## config.mk

```make
export PLATFORM = sky130hd
export DESIGN_NAME = sc_et_checkpoint
export DESIGN_NICKNAME = d
export VERILOG_FILES = /design/src/rtl/sc_et_checkpoint.sv
export SDC_FILE = /design/constraint.sdc
export NUM_CORES = 1
export LEC_CHECK = 0
export ABC_AREA = 0
export CORE_MARGIN = 3
export CORE_UTILIZATION = 53
export DETAILED_ROUTE_END_ITERATION = 10
export GPL_TIMING_DRIVEN = 0
export PLACE_DENSITY = 0.77
export SETUP_SLACK_MARGIN = 0.15
export SYNTH_ARGS = -nofsm -noshare
export SYNTH_HDL_FRONTEND = slang
export SYNTH_SLANG_ARGS = --single-unit
export TNS_END_PERCENT = 1
```

## constraint.sdc

```tcl
create_clock -name clk -period 3.8 [get_ports clk]
set_input_delay 0.76 -clock clk [delete_from_list [all_inputs] [get_ports clk]]
set_output_delay 0.76 -clock clk [all_outputs]
set_load 0.05 [all_outputs]
```

## src/rtl/sc_et_checkpoint.sv

```systemverilog
// ----------------------------------------------------------------------------
// sc_et_checkpoint
//
// Early-termination monitor for a stochastic bitstream.
//
// The block counts the ones in the incoming bitstream. The upstream
// power-of-two pulse generator marks bits 1, 2, 4, ... with a checkpoint
// pulse. At each checkpoint j the block forms the normalized estimate
// E = C << (TW - j) and compares it with the estimate from the previous
// checkpoint. Evaluation stops in either of two cases:
//   - The estimate has stayed within TOL for STABLE_N consecutive
//     checkpoints, at a checkpoint index of at least MIN_K.
//   - The checkpoint at full length (j == TW) has been reached.
//
// Parameters
//   TW       log2 of the maximum stream length (full length is 2^TW bits)
//   TOL      stability tolerance, in estimate LSBs
//   STABLE_N number of consecutive stable checkpoints required (1..TW)
//   MIN_K    lowest checkpoint index at which early termination is allowed
//
// Ports
//   clk              clock
//   rst_n            asynchronous reset, active low
//   start            begin a new evaluation; clears all state
//   bit_in           stochastic bit, qualified by bit_valid
//   bit_valid        bit_in (and pulse) are valid this cycle
//   pulse            checkpoint marker on bits 1, 2, 4, ... (1-based)
//   busy             evaluation in progress
//   done             evaluation finished; held until the next start
//   terminated_early done was reached by the stability criterion
//   estimate         estimate at the last checkpoint, 0..2^TW
//   k                index of the last checkpoint
//   err              sticky pulse-placement error
//
// Optional feature: define SC_ET_CHECKPOINT_PULSE_CHECK_EN to add a shadow
// bit counter. This counter flags any pulse that does not coincide with a
// power-of-two bit number, and any such bit number that arrives without a
// pulse. When the macro is undefined, err is tied to 0.
// ----------------------------------------------------------------------------
module sc_et_checkpoint #(
    parameter int TW       = 8,
    parameter int TOL      = 1,
    parameter int STABLE_N = 2,
    parameter int MIN_K    = 2
) (
    input  logic                     clk,
    input  logic                     rst_n,
    input  logic                     start,
    input  logic                     bit_in,
    input  logic                     bit_valid,
    input  logic                     pulse,
    output logic                     busy,
    output logic                     done,
    output logic                     terminated_early,
    output logic [TW:0]              estimate,
    output logic [$clog2(TW+1)-1:0]  k,
    output logic                     err
);

    localparam int KW = $clog2(TW + 1);
    localparam logic [KW-1:0]   TW_K     = KW'(TW);
    localparam logic [KW-1:0]   MIN_K_K  = KW'(MIN_K);
    localparam logic [KW-1:0]   STABLE_K = KW'(STABLE_N);
    localparam logic [TW+1:0]   TOL_U    = (TW + 2)'(TOL);

    typedef enum logic [1:0] {IDLE, RUN, DONE} state_t;

    state_t          state;
    state_t          state_nxt;

    logic [TW:0]     cnt;         // ones seen so far
    logic [TW:0]     e_prev;      // estimate from the previous checkpoint
    logic [KW-1:0]   jcnt;        // index the next checkpoint will carry
    logic [KW-1:0]   stable_cnt;  // consecutive stable checkpoints
    logic            te_r;

    logic            cp_p0;
    logic [TW:0]     c_incl_p0;
    logic [KW-1:0]   shamt_p0;
    logic [TW:0]     e_new_p0;
    logic            stable_p0;
    logic [KW-1:0]   stab_nxt_p0;
    logic            early_p0;
    logic            full_p0;

    // Signed subtraction is done at TW+2 bits, so the difference cannot wrap.
    function automatic logic [TW+1:0] abs_diff(input logic [TW:0] a,
                                               input logic [TW:0] b);
        logic signed [TW+1:0] d;
        d = $signed({1'b0, a}) - $signed({1'b0, b});
        return (d < 0) ? $unsigned(-d) : $unsigned(d);
    endfunction

    // Saturate at STABLE_N: larger values are never needed for the decision.
    function automatic logic [KW-1:0] sat_inc(input logic [KW-1:0] s);
        return (s >= STABLE_K) ? s : s + 1'b1;
    endfunction

    // ---------------- stage 0: checkpoint evaluation (combinational) --------
    // A start in the same cycle discards the checkpoint.
    assign cp_p0       = (state == RUN) && bit_valid && pulse && !start;
    assign c_incl_p0   = cnt + {{TW{1'b0}}, bit_in};
    assign shamt_p0    = TW_K - jcnt;
    assign e_new_p0    = c_incl_p0 << shamt_p0;
    // The first checkpoint has no predecessor, so it is never stable.
    assign stable_p0   = (jcnt != '0) && (abs_diff(e_new_p0, e_prev) <= TOL_U);
    assign stab_nxt_p0 = stable_p0 ? sat_inc(stable_cnt) : '0;
    assign early_p0    = cp_p0 && (jcnt >= MIN_K_K) && (stab_nxt_p0 >= STABLE_K);
    assign full_p0     = cp_p0 && !early_p0 && (jcnt == TW_K);

    // ---------------- FSM state register ----------------
    always_ff @(posedge clk or negedge rst_n) begin
        if (!rst_n) state <= IDLE;
        else        state <= state_nxt;
    end

    // ---------------- FSM next-state logic ----------------
    always_comb begin
        state_nxt = state;
        if (start) begin
            state_nxt = RUN;
        end else begin
            case (state)
                RUN:     if (early_p0 || full_p0) state_nxt = DONE;
                default: state_nxt = state;
            endcase
        end
    end

    // ---------------- FSM outputs ----------------
    always_comb begin
        busy = (state == RUN);
        done = (state == DONE);
    end

    assign terminated_early = te_r;

    // ---------------- stage 1: registered accumulator and checkpoint state ----
    always_ff @(posedge clk or negedge rst_n) begin
        if (!rst_n) begin
            cnt        <= '0;
            e_prev     <= '0;
            jcnt       <= '0;
            stable_cnt <= '0;
            estimate   <= '0;
            k          <= '0;
            te_r       <= 1'b0;
        end else if (start) begin
            cnt        <= '0;
            e_prev     <= '0;
            jcnt       <= '0;
            stable_cnt <= '0;
            estimate   <= '0;
            k          <= '0;
            te_r       <= 1'b0;
        end else if (state == RUN && bit_valid) begin
            cnt <= c_incl_p0;
            if (pulse) begin
                e_prev     <= e_new_p0;
                estimate   <= e_new_p0;
                k          <= jcnt;
                jcnt       <= jcnt + 1'b1;
                stable_cnt <= stab_nxt_p0;
                if (early_p0) te_r <= 1'b1;
            end
        end
    end

`ifdef SC_ET_CHECKPOINT_PULSE_CHECK_EN
    logic [TW:0] bitcnt;
    logic [TW:0] bitcnt_incl_p0;
    logic        pulse_exp_p0;

    function automatic logic is_pow2(input logic [TW:0] x);
        return (x != '0) && ((x & (x - 1'b1)) == '0);
    endfunction

    // The shadow count includes the current bit, matching the 1-based
    // bit number the generator uses.
    assign bitcnt_incl_p0 = bitcnt + 1'b1;
    assign pulse_exp_p0   = is_pow2(bitcnt_incl_p0);

    always_ff @(posedge clk or negedge rst_n) begin
        if (!rst_n) begin
            bitcnt <= '0;
            err    <= 1'b0;
        end else if (start) begin
            bitcnt <= '0;
            err    <= 1'b0;
        end else if (state == RUN && bit_valid) begin
            bitcnt <= bitcnt_incl_p0;
            if (pulse != pulse_exp_p0) err <= 1'b1;
        end
    end
`else
    assign err = 1'b0;
`endif

endmodule

```

# Word level (Yosys, flattened, before mapping)

Index checks and enable logic that the tools add are counted.
Widths: inputs -> output; s select.

Add/sub/neg operators: 6
Order comparisons: 5
Equality and inequality tests: 3
Shifts and indexed selects: 1
Mux-type cells: 24
Reduce and logical (&&, ||, !) cells: 20

Operators by type and width:

| kind                | number |
|---|---|
| $mux 9              | 5 |
| $mux 4              | 11 |
| $ge 4x2->1 const B  | 3 |
| $le 10x1->1 const B | 1 |
| $lt 10x1->1 const B | 1 |
| $mux 10             | 1 |
| $neg 10->10         | 1 |
| $reduce_bool 2->1   | 5 |
| $sub 9x9->10        | 1 |
| $add 9x1->9         | 1 |
| $shl 9x4->9         | 1 |
| $add 4x1->4 const B | 2 |
| $logic_and 1x1->1   | 8 |
| $mux 2              | 3 |
| $eq 4x4->1 const B  | 1 |
| $mux 1              | 4 |
| $reduce_and 2->1    | 2 |
| $reduce_bool 4->1   | 1 |
| $sub 4x4->4 const A | 1 |
| $reduce_and 3->1    | 1 |
| $eq 2x1->1 const B  | 1 |
| $eq 2x2->1 const B  | 1 |
| $logic_not 1->1     | 2 |
| $logic_or 1x1->1    | 1 |

Flip-flop bits (word level): 33
Input port bits: 6
Word-level logic and storage cells: 66

# Longest topological paths before layout

Word-level depth: 17
Depth in mapped cells: 18
Gate-level depth less buffers: 18

# Worst setup path after synthesis

No wires, ideal clock.

Path type: in2reg
Start: input bit_in
End: register state[0]
Library setup time: 0.120 ns
Arrival time: 4.210 ns
Setup slack: -0.530 ns
Stages on the path: 18
Buffers on the path: 0
Cells stage by stage: ha_1 -> ha_1 -> nand2_1 -> nor3_1 -> xnor2_1 -> mux4_2 -> nand2_1 -> nand3_1 -> o21ai_0 -> ha_1 -> a21o_1 -> nor4_1 -> nor2_1 -> a2111oi_0 -> o32ai_1 -> a31oi_4 -> nand4_2 -> a31o_1

Word-level cells in the longest chain between the ends: 16
Elaborated cells on any way between the ends: 17
Those cells by class: add/sub: 3; order compare: 3; shift: 1; mux: 2; reduce/logical: 8

RTL lines:

| item                                       | RTL line | RTL |
|---|---|---|
| from (decl)                                | 49       | `input logic bit_in,` |
| $add 9x1->9 (*)                            | 102      | `assign c_incl_p0 = cnt + {{TW{1'b0}}, bit_in};` |
| $shl 9x4->9 (*)                            | 104      | `assign e_new_p0 = c_incl_p0 << shamt_p0;` |
| $sub 9x9->10 (*)                           | 90       | `d = $signed({1'b0, a}) - $signed({1'b0, b});` |
| $neg 10->10 or $lt 10x1->1 (tied branches) | 91       | `return (d < 0) ? $unsigned(-d) : $unsigned(d);` |
| $mux 10 (*)                                | 91       |  |
| $le 10x1->1 (*)                            | 106      | `assign stable_p0 = (jcnt != '0) && (abs_diff(e_new_p0, e_prev) <= TOL_U);` |
| $logic_and 1x1->1 (*)                      | 106      |  |
| $mux 4 (*)                                 | 107      | `assign stab_nxt_p0 = stable_p0 ? sat_inc(stable_cnt) : '0;` |
| $ge 4x2->1 (*)                             | 108      | `assign early_p0 = cp_p0 && (jcnt >= MIN_K_K) && (stab_nxt_p0 >= STABLE_K);` |
| $logic_and 1x1->1 (*)                      | 108      |  |
| $logic_not 1->1                            | 109      | `assign full_p0 = cp_p0 && !early_p0 && (jcnt == TW_K);` |
| $logic_and 1x1->1 (2 in a row)             | 109      |  |
| $logic_or 1x1->1 (*)                       | 124      | `RUN: if (early_p0 \|\| full_p0) state_nxt = DONE;` |
| $reduce_bool 2->1 (no source line) (*)     | --       |  |
| $reduce_and 2->1 (no source line) (*)      | --       |  |
| to (signal assigned)                       | 114      | `else state <= state_nxt;` |
| to (decl)                                  | 68       | `state_t state;` |

Every way passes the cells marked *; elsewhere a longest branch is shown, timed or not.
A chain may end at the register's enable or synchronous reset.

# Worst setup path in the final report

Start: input bit_in
End: register stable_cnt[3]

Word-level cells in the longest chain between the ends: 11
Elaborated cells on any way between the ends: 12
Those cells by class: add/sub: 3; order compare: 2; shift: 1; mux: 5; reduce/logical: 1

RTL lines:

| item                                       | RTL line | RTL |
|---|---|---|
| $add 9x1->9 (*)                            | 102      |  |
| $shl 9x4->9 (*)                            | 104      |  |
| $sub 9x9->10 (*)                           | 90       |  |
| $neg 10->10 or $lt 10x1->1 (tied branches) | 91       |  |
| $mux 10 (*)                                | 91       |  |
| $le 10x1->1 (*)                            | 106      |  |
| $logic_and 1x1->1 (*)                      | 106      |  |
| $mux 4 (*)                                 | 107      |  |
| $mux 4 (*)                                 | 158      | `if (pulse) begin` |
| $mux 4 (*)                                 | 156      | `end else if (state == RUN && bit_valid) begin` |
| $mux 4 (*)                                 | 148      | `end else if (start) begin` |
| to (signal assigned)                       | 163      | `stable_cnt <= stab_nxt_p0;` |
| to (decl)                                  | 74       | `logic [KW-1:0] stable_cnt;` |

Every way passes the cells marked *; elsewhere a longest branch is shown, timed or not. The select of a mux whose other input is x is not followed.

==> run summary <==
The mean area per synthesized cell is 8.182 µm², and the placed cell count is 433. The synthesized design contains 0 enable-type register cells. At the end of routability-driven placement, the weighted congestion stood at 0.8813. At the end of the flow, the number of nets in the layout was 412. The via count of the first global-routing pass is 2,705. Clock-pin slew was measured on the worst setup and hold paths at 0.08 ns. The clock insertion delay at the later pin of the skew report is 0.30 ns, and the data arrival time of the critical path is 4.26 ns. The filler-free cell count of the finished design is 456. For this design, the slowest cell found on the critical path is a221oi_4. The post-route antenna net violation count is 0, and the detailed-route vias per instance is 5.991.

The cell accounting for the most synthesized area is dfrtp_1. The quantity of hold-fixing buffers added after cts was 0; the post-synthesis cell area was 0.002823 mm². The run gives 25.68% as the global-route total usage across every layer. The largest single stage delay on the critical path is 0.43 ns.

The run gives 0.009083 ns as the setup clock skew after layout. The actual transition at the worst max-transition pin came out at 0.7430 ns. The die is 78.98 µm tall. During I/O placement, the number of pins put on the boundary was 23. The final count of hold timing violations was 0; the final routed wire length divided by cell count was 16.75 µm.

The tree is rooted in a clkbuf_8. The remaining routing DRC violations was 0; the worst slack on hold paths was 0.5268 ns. Buffers placed on the I/O ports in this run total 21. From synthesis to final layout, the design area changed by 30.23%. Number of fill cells in the layout: 403. The most used flip-flop cell after synthesis is dfrtp_1.

The tools report the number of antenna violations at the first check in global routing as 0. Synthesis handed over a netlist of 345 instances. The clock drives 33 sinks.

For the number of setup violations in the final report, the log shows 7. The design draws 1.270 mW. In the post-synthesis netlist, the cell with the most instances is nand2_1. The floorplan has 25 rows. The routed design could run at a clock period as short as 4.076 ns. Ranked by total cell area, the synthesized netlist is headed by dfrtp_1, ha_1, nand2_1, a21oi_1, xnor2_1. The sequential share of the synthesized area was 29.26%; the die width was 78.98 µm. Buffers inserted during clock tree synthesis total 5. Walking the worst path, the cells encountered are buf_6 -> ha_4 -> ha_4 -> nor4bb_1 -> o21ai_1 -> nand3_1 -> o21ai_2 -> nand2_1 -> o211a_1 -> ha_4 -> buf_6 -> a21o_1 -> a221oi_4 -> xnor2_2 -> or2_1 -> o221ai_2 -> a22oi_4 -> buf_4 -> and3_1 -> o21a_1. The category of the worst setup path launch point was an input port. Most used cell along the critical path: ha_4. The final period utilization was 107.3%. For this run, the number of Yosys warnings is 0. The worst-case IR drop observed on VDD is 0.2417 mV. After floorplanning, the core was sized to cover 0.004942 mm². The critical path in this run is classified as input port to flip-flop.

The core occupancy in the finished layout was 74.38%. The reported leakage power came out at 1.497 nW. The post-layout worst setup margin came out at -0.2762 ns. The largest net degree at the start of global routing was 34. For the area of the die, the log shows 0.006238 mm². The top cell type by area accounts for 29.26% of the synthesized area.

First-pass GRT wire length: 12.77 mm. The final reports fail on negative setup slack. The achievable clock frequency came out at 245.3 MHz. The maximum fanout along the worst path works out to 7.

Timing analysis after detailed placement gives a worst setup slack of -1.171 ns. The number of distinct standard cells referenced by the synthesized netlist was 68; the share of layout cells above drive strength 1 was 24.68%. The max-slew violation count was 0. The tools report the total global routing overflow as 0. In this run the deepest clock path goes through 2 buffers. STA puts the critical path data required time at 3.99 ns.

After synthesis the netlist holds a flip-flop and latch count of 33. The run finished, with violations left. The tool flagged a number of max-cap violations equal to 0.

TritonCTS built the clock tree. The kind of cell with the highest combined delay along the critical path is compound AO/OA/AOI/OAI gates. The synthesized net count was 369; the effective utilization at floorplan was 57.11%.

The antenna cell count is 0, and the HPWL after detailed placement is 5.147 mm. Counting flops with an async set or reset pin after synthesis yields a share of 100.0%. The endpoint class of the critical path is a flip-flop.

Sorting the synthesized cells by how often they occur yields nand2_1, dfrtp_1, a21oi_1, nor2_1, inv_1. For the number of vias in the routed layout, the log shows 2,732. The CTS H-tree depth came out at 2. Setup repair after global routing could not meet its margin everywhere. The first TritonRoute pass finished after 4 iterations. For this design the ratio of total power to cell area is 345.5 mW/mm². Wires add up to 7.637 mm. The worst pin sits at a relative slew slack of 50.47%. The starting DRC count in detailed routing was 181.

The class of the worst hold path is input port to asynchronous set/reset pin. The critical path buffer and inverter count is 3.
## routing by layer
layer | track usage, % | part of all wire, % | vias up
li1 | - | - | 1305
met2 | 42.93 | 49 | 79
met1 | 33.77 | 44 | 1328
met3 | 4.082 | 3.9 | 20
met4 | 8.763 | 2.5 | 0
met5 | 0 | 0 | -
## final cells by class
type                            instances  area [µm²]  share of cell area (%)
Buffer                                 19       113.9                   3.097
Tap cell                               67       83.83                   2.280
Timing Repair Buffer                   36       319.1                   8.679
Multi-Input combinational cell        275        2146                   58.37
Inverter                               18       71.32                   1.940
Clock buffer                            7       86.33                   2.349
Sequential cell                        33       825.8                   22.46
Clock inverter                          1       30.03                  0.8169
## power by group
| group | switching (mW) | internal, mW | leakage, nW | total (mW) |
|---|---|---|---|---|
| clock | 0.138 | 0.214 | 0.0585 | 0.352 |
| sequential | 0.00647 | 0.359 | 0.453 | 0.366 |
| combinational | 0.314 | 0.238 | 0.985 | 0.552 |
| total | 0.459 | 0.811 | 1.50 | 1.27 |
## registers in the layout, indices dropped and copies added, names as in the netlist
register / cells
stable_cnt: 4
e_prev: 9
jcnt: 4
terminated_early: 1
k: 4
cnt: 9
state: 2
## worst paths after layout
path                                      from                        end  slack [ns]  cells after the start
max in group asynchronous                rst_n      e_prev[2]$_DFFE_PN0P_        2.80                      1
min in group clk              k[2]$_DFFE_PN0P_           k[2]$_DFFE_PN0P_        0.54                      2
min                                      rst_n       state[1]$_DFFE_PN0P_        0.53                      1
min reg2reg                   k[2]$_DFFE_PN0P_           k[2]$_DFFE_PN0P_        0.54                      2
max                                     bit_in  stable_cnt[3]$_DFFE_PN0P_       -0.28                     20
max reg2reg                jcnt[0]$_DFFE_PN0P_  stable_cnt[3]$_DFFE_PN0P_       -0.19                     17
## cells by family after synthesis
| family | synth area share [%] |
|---|---|
| adders and majority gates | 8.245 |
| DFF | 29.26 |
| buffers and inverters | 5.540 |
| AOI/OAI and AO/OA | 19.68 |
| other | 0.1329 |
| muxes | 2.615 |
| xor gates and xnor gates | 6.826 |
| and+or+nand+nor | 27.70 |
## metrics by stage
step,setup TNS (ns),instance area [µm²]
5_1_grt,-2.279,3676
3_5_place_dp,-7.643,3217
6_report,-1.173,3676
4_1_cts,-1.056,3583
3_3_place_gp,-6.977,3222
2_1_floorplan,-0.7081,2928
## cell usage in the layout, fill, tap and decap left out, types with 4 or more instances in the layout
master / n
nand2_1: 53
dfrtp_1: 33
a21oi_1: 23
nor2_1: 21
clkdlybuf4s50_1: 19
buf_4: 18
inv_1: 17
nand3_1: 13
xor2_1: 10
ha_1: 9
clkbuf_1: 8
clkbuf_8: 7
xnor2_1: 7
ha_4: 7
o21ai_0: 6
xnor2_2: 4
nor3_4: 4
o21ai_2: 4
and2_1: 4
nand2b_1: 4
nand4_1: 4
or3_1: 4
nor4_1: 4
## timing repair
item | in CTS | in global routing
pin swaps | 23 | 15
setup endpoints to repair | 7 | 7
setup buffers | 11 | 4
resized for setup | 41 | 23
No activity file was read; power rests on OpenSTA's default activity.
==> RTL change (same flow settings) <==
The option `SC_ET_CHECKPOINT_PULSE_CHECK_EN` is turned on by a define.
--- a/src/rtl/sc_et_checkpoint.sv
+++ b/src/rtl/sc_et_checkpoint.sv
@@ -39,2 +39,4 @@
 // ----------------------------------------------------------------------------
+`define SC_ET_CHECKPOINT_PULSE_CHECK_EN
+
 module sc_et_checkpoint #(
Check against the original RTL: not equivalent (a bounded check fails within 4 cycles, from zero or initial values and one cycle with rst_n low).
==> RTL change against the original RTL <==
- the flow still finishes with violations (negative setup slack)
- clock skew shrank 0.00060 ns
- first-iteration DRC count shrank 7.2%
- cell area grew 22%
- synthesized area grew 23%
- wire length grew 17%
- setup slack lost 0.34 ns
- sequential cell count grew 10
- power grew 4.9%
- largest cell class unchanged
- highest routed layer unchanged
==> RTL change: results (changes against the original RTL) <==
[metrics] result of the run: finished, violations left
[metrics] failing checks: negative setup slack
[metrics] Synth Area in Compound Gates: 20.4% (+0.70 points)
[metrics] Buffers, non-clock: 76 (+38%)
[metrics] die extent in x: 87.0 um (+10%)
[metrics] stage delay of the slowest cell on the critical path: 0.41 ns (-0.02 ns)
[metrics] sum of net half-perimeters after detailed placement: 6.12 mm (+19%)
[metrics] relative area of non-clock buffer cells in the final design: 14.4% (+2.6 points)
[metrics] non-filler instance count after layout: 570 (+25%)
[metrics] Setup WS post-layout: -0.616 ns (-0.340 ns)
[metrics] logic depth of the worst register-to-register path: 21 (+4)
[metrics] largest net degree at the start of global routing: 23 (-32%)
[metrics] DR iter-0 viols: 168 (-7.2%)
[metrics] Commonest cells post-synth: nand2_1, dfrtp_1, nor2_1
[metrics] sequential standard cell area: 1080 sq um (+30%)
[metrics] top-area cell type share of the netlist area: 31.0% (+1.7 points)
[metrics] Final setup violation count: 7 (unchanged)
[metrics] number of instances in the synthesized netlist: 432 (+25%)
[metrics] number of vias per cell: 5.90 (-1.5%)
[metrics] number of port buffers: 22 (+4.8%)
[metrics] crit path DAT: 4.61 ns (+0.35 ns)
[metrics] GR Layer Usage met2: 42.8% (-0.14 points)
[metrics] wire length after detailed routing: 8.96 mm (+17%)
[metrics] part of the Yosys area used for sequential elements: 31.0% (+1.7 points)
[metrics] Clock buffer cells: 6 (-1)
[metrics] area share of fa/ha/maj cells after synthesis: 7.78% (-0.47 points)
[metrics] GRT met1 Usage: 31.0% (-2.8 points)
[metrics] inverter count of the layout excluding clock inverters: 23 (+5)
[metrics] number of global-route vias before repair: 3149 (+16%)
[metrics] layout cells sized above 1: 22.4% (-2.3 points)
[metrics] biggest area contributors in the synthesized netlist: dfrtp_1, ha_1, nand2_1, a21oi_1, nor2_1
[metrics] final net count: 521 (+26%)
-- RTL change: cell count changes in the layout (fill, tap and decap cells not counted), moves of 5 or more --
| cell | unedited run | this run |
|---|---|---|
| o21ai_0 | 6 | 23 |
| nor2_1 | 21 | 36 |
| buf_4 | 18 | 31 |
| a21oi_1 | 23 | 33 |
| dfrtp_1 | 33 | 42 |
| nand2_1 | 53 | 62 |
| clkbuf_1 | 8 | 14 |
| nand4_1 | 4 | 10 |
| a211oi_2 | 0 | 5 |
| a31o_2 | 0 | 5 |
-- RTL change: where the power goes --
group	internal (uW)	switching, uW
Sequential	469	11.3
Clock	129	164
Combinational	268	292
Total	866	467
-- RTL change: timing repair --
| action | in CTS | in global routing |
|---|---|---|
| buffers inserted | 26 | 6 |
| setup endpoints to repair | 7 | 7 |
| hold buffers | 0 | 0 |
| resized for setup | 33 | 17 |
| pin swaps | 24 | 19 |
